$ cat config.mk
export PLATFORM = sky130hd
export DESIGN_NAME = rr_mux_arbiter
export DESIGN_NICKNAME = d
export VERILOG_FILES = /design/src/rtl/rr_mux_arbiter.sv
export SDC_FILE = /design/constraint.sdc
export NUM_CORES = 1
export LEC_CHECK = 0
export CORE_UTILIZATION = 44
export DETAILED_ROUTE_END_ITERATION = 6
export PLACE_DENSITY = 0.85
export SKIP_CTS_REPAIR_TIMING = 1
export SYNTH_ARGS = -nofsm -noshare
export SYNTH_HDL_FRONTEND = slang
export SYNTH_SLANG_ARGS = --single-unit
$ cat constraint.sdc
create_clock -name iclk -period 5.3 [get_ports iclk]
set_input_delay 1.06 -clock iclk [delete_from_list [all_inputs] [get_ports iclk]]
set_output_delay 1.06 -clock iclk [all_outputs]
set_load 0.01 [all_outputs]
$ cat src/rtl/rr_mux_arbiter.sv
// Four-requester round-robin arbiter driving a shared 4:1 data mux with a
// valid/ready downstream handshake, per-requester ack and a transfer counter.
module rr_mux_arbiter #(
  parameter int DW = 4,
  parameter int CW = 8
) (
  input  logic          iclk,
  input  logic          irst_n,
  input  logic [3:0]    ireq,
  input  logic [DW-1:0] ic0,
  input  logic [DW-1:0] ic1,
  input  logic [DW-1:0] ic2,
  input  logic [DW-1:0] ic3,
  input  logic          iready,
  output logic          ovalid,
  output logic [DW-1:0] oz,
  output logic [1:0]    osel,
  output logic [3:0]    ogrant,
  output logic [3:0]    oack,
  output logic [CW-1:0] ocount
);

  typedef enum logic {IDLE = 1'b0, BUSY = 1'b1} state_t;

  state_t        state_reg, state_next;
  logic [1:0]    sel_reg, sel_next;
  logic [1:0]    last_reg, last_next;
  logic [CW-1:0] count_reg, count_next;

  logic          xfer;
  logic [1:0]    base;
  logic [3:0]    cand;
  logic [1:0]    idx [4];
  logic [3:0]    rot_req;
  logic [1:0]    win;
  logic          any_req;
  logic [DW-1:0] data [4];

  assign xfer = (state_reg == BUSY) && iready;

  // On a transfer cycle the priority pointer already counts as updated and the
  // acked requester is masked, so a new grant can load on the same edge.
  assign base = xfer ? sel_reg : last_reg;
  assign cand = ireq & ~(xfer ? (4'b0001 << sel_reg) : 4'b0000);

  assign data[0] = ic0;
  assign data[1] = ic1;
  assign data[2] = ic2;
  assign data[3] = ic3;

  generate
    for (genvar gi = 0; gi < 4; gi++) begin : g_rot
      assign idx[gi]     = base + 2'(gi + 1);
      assign rot_req[gi] = cand[idx[gi]];
    end
  endgenerate

  assign any_req = |rot_req;

  always_comb begin
    win = idx[0];
    for (int i = 3; i >= 0; i--) begin
      if (rot_req[i]) win = idx[i];
    end
  end

  always_ff @(posedge iclk or negedge irst_n) begin
    if (!irst_n) begin
      state_reg <= IDLE;
      sel_reg   <= 2'd0;
      last_reg  <= 2'd3;
      count_reg <= '0;
    end else begin
      state_reg <= state_next;
      sel_reg   <= sel_next;
      last_reg  <= last_next;
      count_reg <= count_next;
    end
  end

  always_comb begin
    state_next = state_reg;
    sel_next   = sel_reg;
    last_next  = last_reg;
    count_next = count_reg;
    case (state_reg)
      IDLE: begin
        if (any_req) begin
          sel_next   = win;
          state_next = BUSY;
        end
      end
      BUSY: begin
        if (iready) begin
          last_next  = sel_reg;
          count_next = count_reg + CW'(1);
          if (any_req) sel_next = win;
          else         state_next = IDLE;
        end
      end
      default: state_next = IDLE;
    endcase
  end

  always_comb begin
    ovalid = (state_reg == BUSY);
    osel   = sel_reg;
    ocount = count_reg;
    ogrant = ovalid ? (4'b0001 << sel_reg) : 4'b0000;
    oack   = xfer ? ogrant : 4'b0000;
    oz     = ovalid ? data[sel_reg] : '0;
  end

endmodule

==> impl_metrics.toml, run 1 <==
[synthesis]
synth_area_leader_cell = "dfrtp_1"
ys_ff_latch = 13
ys_warn_count = 0
synth_area_per_cell_um2 = 9.72
synth_top_area_share_pct = 28.0
postSynthCellCount = 101
yosys-top-cells-area = "dfrtp_1, mux4_2, xnor2_1"
syn_area_um2 = 982
synth_ff_type = "dfrtp_1"
syn-num-nets = 125
ys_seq_area_share_pct = 33.4
async_flop_share_pct = 100
synth_edf_count = 0
synth.distinct_cells = 43

[timing]
finalHoldViolCount = 0
fmax_ghz = 0.266
fin_skew_ps = 4.17
fin_crit_sh_pct = 71.0
setup_viol = 0
fin_crit_ps = 3770
slew-limit-headroom_pct = 49.6
tightestPinTransition_ps = 756
holdWs_ps = 491
finalSetupTns_ps = 0
maxSlewViolCount = 0
rsz0062_at_grt = "no"

[worst_setup_path]
path_class = "in -> out"
slowest_delay_ps = 580
path_common_cell = "clkdlybuf4s50_1"
path_cells = "clkdlybuf4s50_1, nand2_1, nor3_1, clkdlybuf4s50_1"
crit_fanout = 11
crit_required_ps = 4240
critPathLaunchType = "input port"
cp-end-kind = "output pin"
arrival_ps = 2710
cp_slowest_cell = "clkdlybuf4s50_1"

[cts]
clkSlewWorstSetupHoldPaths_ps = 80
clock_latency_ps = 270
cts-root-buf = "clkbuf_4"
numCtsBuffers = 3
clkSinkCount = 13
htree_levels = 1
cts_tree = "done"
clk_path_buf_depth = 2

[finish]
finalNetCount = 168
postLayoutCellArea_um2 = 1450
final_common_cell = "clkdlybuf4s50_1"
largest_reg_flops = 8
drive_gt1_share_pct = 8.39
fill_cells = 158
area_growth_syn_to_layout_pct = 48.0
mostFrequentLayoutCells = "clkdlybuf4s50_1, dfrtp_1, nand2_1"
instances_no_fill = 170
diodes = 0

[global_routing]
grt_max_degree = 21
grt.overflow.total = 0
grt_pass1_wl_um = 4110
antenna_found_initial = 0
grt_pass1_vias = 933
grt_usage_pct = 21.7

[power]
totalPowerFinal_uw = 697
worst_ir_drop_vdd_mv = 0.325
power_density_nw_per_um2 = 479
power_leakage_uw = 0.000587

[status]
status = "finished clean"

[route]
post_drt_wl_per_cell_um = 14.3
vias = 965
routed_wl_um = 2440
drtAntennaViolNets = 0
viasPerCell = 5.68
drt_first_pass_iters = 4
first_iter_violations = 19
drcViolationCount = 0

[place]
port-buffer-count = 45
place.gp.congestion = 0.798
dp_cells = 166
detailed_place_hpwl_um = 1870
place_area_um2 = 1430

[die]
start_util_pct = 48.6
io_pins = 46
core_um2 = 2020
die_w_um = 49.2
dieArea_um2 = 2430
die_h_um = 49.2
rows = 16

[run]
cap_viol_max_count = 0

[min_path]
min_path_type = "reg -> reg"
-- critical path, delay by kind of cell --
kind / cells / cell delay, ps
AND/OR/NAND/NOR: 2 / 530
buffers and inverters: 2 / 1110
-- cells by family (layout without fill, tap and decap cells) --
| group | count (synthesis) | in the layout | share of synthesized area (%) |
|---|---|---|---|
| xor+xnor | 9 | 9 | 8.03 |
| buf+inv | 10 | 52 | 5.10 |
| fa+ha+maj | 1 | 1 | 1.27 |
| mux | 8 | 8 | 13.5 |
| compound gates | 23 | 23 | 17.3 |
| flops | 13 | 13 | 33.4 |
| simple gates | 37 | 37 | 21.4 |
-- power by group --
part           total [uW]  internal (uW)  switching (uW)
combinational         407            256             151
sequential            231            143            88.3
clock                58.9           29.1            29.8
total                 697            428             269
-- Yosys cell counts (all sizes together), types with 2 or more instances --
| master | n |
|---|---|
| buf | 5 |
| nand4 | 3 |
| and2 | 6 |
| nand2 | 9 |
| xnor2 | 8 |
| a31oi | 2 |
| nor2 | 6 |
| dfrtp | 11 |
| nor3b | 3 |
| o211ai | 2 |
| and3 | 5 |
| a21o | 2 |
| o21ai | 3 |
| mux2 | 2 |
| nand2b | 2 |
| inv | 3 |
| mux4 | 4 |
| a21oi | 2 |
| mux2i | 2 |
| dfstp | 2 |
| clkbuf | 2 |
-- layout make-up --
| cell class | count | area [um^2] | area share [%] |
|---|---|---|---|
| flip-flops and latches | 13 | 328 | 22.5 |
| multi-input cells | 78 | 604 | 41.6 |
| clock buffers | 4 | 26.3 | 1.81 |
| inverters | 3 | 11.3 | 0.775 |
| repair buffers | 45 | 450 | 31.0 |
| well taps | 27 | 33.8 | 2.32 |
-- path summary, 6_finish.rpt --
check / end / from / cells past startpoint / slack (ps)
setup / recovery: oack[0] / iready / 4 / 1530
min in group asynchronous: ocount[4] / irst_n / 1 / 1140
hold / removal: ocount[3] / ocount[3] / 1 / 490
hold reg to reg: ocount[3] / ocount[3] / 1 / 490
setup reg to reg: osel[1] / ovalid / 5 / 3060
max in group asynchronous: last_reg[1] / irst_n / 1 / 3790
-- per-layer routing --
layer	GRT usage (%)	wire length (um)	up-vias
li1	-	-	460
met1	26.8	1020	471
met2	39.0	1280	34
met3	3.74	135	0
met4	4.41	0	0
met5	0	0	-
-- per-stage QoR --
stage	util [%]	worst slack (ps)
6_report	71.9	1530
5_1_grt	71.9	1470
4_1_cts	71.9	1540
3_5_place_dp	70.6	1570
3_3_place_gp	70.6	1590
2_1_floorplan	-	2560
No activity file was read; power rests on OpenSTA's default activity.
==> inputs of run 2 (changes only) <==
--- a/config.mk
+++ b/config.mk
@@ -5,9 +5,9 @@
 export SDC_FILE = /design/constraint.sdc
 export NUM_CORES = 1
 export LEC_CHECK = 0
-export CORE_UTILIZATION = 44
+export CORE_UTILIZATION = 41
 export DETAILED_ROUTE_END_ITERATION = 6
-export PLACE_DENSITY = 0.85
+export PLACE_DENSITY = 0.8
 export SKIP_CTS_REPAIR_TIMING = 1
 export SYNTH_ARGS = -nofsm -noshare
 export SYNTH_HDL_FRONTEND = slang
==> constraint.sdc (replaced) <==
create_clock -name iclk -period 3.7 [get_ports iclk]
set_input_delay 0.74 -clock iclk [delete_from_list [all_inputs] [get_ports iclk]]
set_output_delay 0.74 -clock iclk [all_outputs]
set_load 0.01 [all_outputs]
==> run 2 against run 1 <==
Sequential share of layout area barely moved. First-iteration DRC count rose by 32%. Global-route usage fell by 0.49 points. Final cell count rose by 0.59%. Design area barely moved. Worst setup slack got worse by 1000 ps. Routed wire length rose by 0.57%. Die area rose by 7.0%. Clock skew fell by 3.0 ps. Core utilization fell by 6.8 points. Largest cell class unchanged.
==> impl_metrics.toml, run 2 (synthesized netlist as in run 1, its figures left out) <==
[status]
status = "finished clean"

[cts]
cts-root-buf = "clkbuf_4"
numCtsBuffers = 3
clk_path_buf_depth = 2
clkSinkCount = 13
cts_tree = "done"
clkSlewWorstSetupHoldPaths_ps = 70
clock_latency_ps = 270
htree_levels = 1

[route]
drt_first_pass_iters = 4
first_iter_violations = 25
post_drt_wl_per_cell_um = 14.3
drcViolationCount = 0
viasPerCell = 5.56
vias = 950
drtAntennaViolNets = 0
routed_wl_um = 2450

[min_path]
holdPathStages = 1
min_delay_worst_endpoint = "ocount[7]"
min_path_type = "reg -> reg"
hold_start = "ocount[7]"

[die]
core_um2 = 2230
die_w_um = 50.9
die_h_um = 50.9
io_pins = 46
dieArea_um2 = 2600
rows = 17
start_util_pct = 44.0

[place]
port-buffer-count = 45
detailed_place_hpwl_um = 1870
place.gp.congestion = 0.823
dp_slack_ps = 541

[finish]
final_common_cell = "clkdlybuf4s50_1"
largest_reg_flops = 8
mostFrequentLayoutCells = "clkdlybuf4s50_1, dfrtp_1, nand2_1"
seq_area_um2 = 328
finalNetCount = 168
multi_input_area_um2 = 604
area_growth_syn_to_layout_pct = 48.2
drive_gt1_share_pct = 8.39
diodes = 0
fill_cells = 194

[global_routing]
grt.overflow.total = 0
grt_pass1_wl_um = 4150
grt_usage_pct = 21.2
antenna_found_initial = 0
grt_max_degree = 21
grt_pass1_vias = 918

[timing]
slew-limit-headroom_pct = 49.5
holdWs_ps = 470
tightestPinTransition_ps = 757
worst_slack_ps = 510
setup_viol = 0
fmax_ghz = 0.313
fin_crit_ps = 3190
rsz0062_at_grt = "no"
fin_skew_ps = 1.21
maxSlewViolCount = 0
finalHoldViolCount = 0
fin_crit_sh_pct = 86.2
finalSetupTns_ps = 0

[worst_setup_path]
r2r-start = "ovalid"
arrival_ps = 2450
path_cells = "clkdlybuf4s50_1, nand2_1, nor3_1, clkdlybuf4s50_1"
path_common_cell = "clkdlybuf4s50_1"
path_class = "in -> out"
crit_required_ps = 2960
cp_slowest_cell = "clkdlybuf4s50_1"
critPathTopFamily = "buffers and inverters"
slowest_delay_ps = 590
worst-path-buf-inv = 2
cp-end-kind = "output pin"
r2r_end = "osel[1]"
reg2reg_slack_ps = 1470
r2r_cells = 5
critPathLaunchType = "input port"
crit_fanout = 11

[run]
cap_viol_max_count = 0

[power]
power_density_nw_per_um2 = 686
worst_ir_drop_vdd_mv = 0.463
power_leakage_uw = 0.000587
## run 2: worst max-delay path by stage
stage / from / end / slack [ps] / cells past startpoint
floorplan: osel[0] / oz[2] / 1450 / 4
global placement: iready / oack[0] / 620 / 4
detailed placement: iready / oack[0] / 540 / 4
CTS: iready / oack[0] / 510 / 4
global route: iready / oack[0] / 430 / 4
finish: iready / oack[0] / 510 / 4
## run 2: layout make-up
| class | instances | share of cell area (%) |
|---|---|---|
| Clock buffer | 4 | 1.81 |
| Inverter | 3 | 0.774 |
| Multi-Input combinational cell | 78 | 41.5 |
| Sequential cell | 13 | 22.5 |
| Tap cell | 28 | 2.41 |
| Timing Repair Buffer | 45 | 31.0 |
## run 2: metrics by stage
stage | util [%] | power (uW) | cells | cell area, um^2
finish | 65.2 | 998 | 171 | 1460
global route | 65.2 | 1060 | 171 | 1460
CTS | 65.2 | 1010 | 171 | 1460
detailed placement | 64.0 | 915 | 167 | 1430
global placement | 64.0 | 902 | 167 | 1430
floorplan | - | 645 | 101 | 982
## run 2: metal layers
metal / vias up / track usage, % / share of wire, % / wire, um
met5: - / 0 / 0 / 0
met4: 0 / 5.56 / 1.1 / 26
met3: 5 / 4.46 / 4.1 / 100
met2: 28 / 36.8 / 50 / 1230
met1: 455 / 26.5 / 45 / 1090
li1: 462 / - / - / -
## run 2: power by group
| group | total [uW] | switching, uW | internal [uW] |
|---|---|---|---|
| Sequential | 330 | 125 | 204 |
| Clock | 86.1 | 44.3 | 41.8 |
| Combinational | 582 | 216 | 366 |
==> inputs of run 3 (changes only) <==
--- a/config.mk
+++ b/config.mk
@@ -7,6 +7,7 @@
 export LEC_CHECK = 0
 export CORE_UTILIZATION = 41
 export DETAILED_ROUTE_END_ITERATION = 6
+export GPL_ROUTABILITY_DRIVEN = 0
 export PLACE_DENSITY = 0.8
 export SKIP_CTS_REPAIR_TIMING = 1
 export SYNTH_ARGS = -nofsm -noshare
==> results of run 3 <==
Final layout, timing and power as in run 2 (identical DEF).
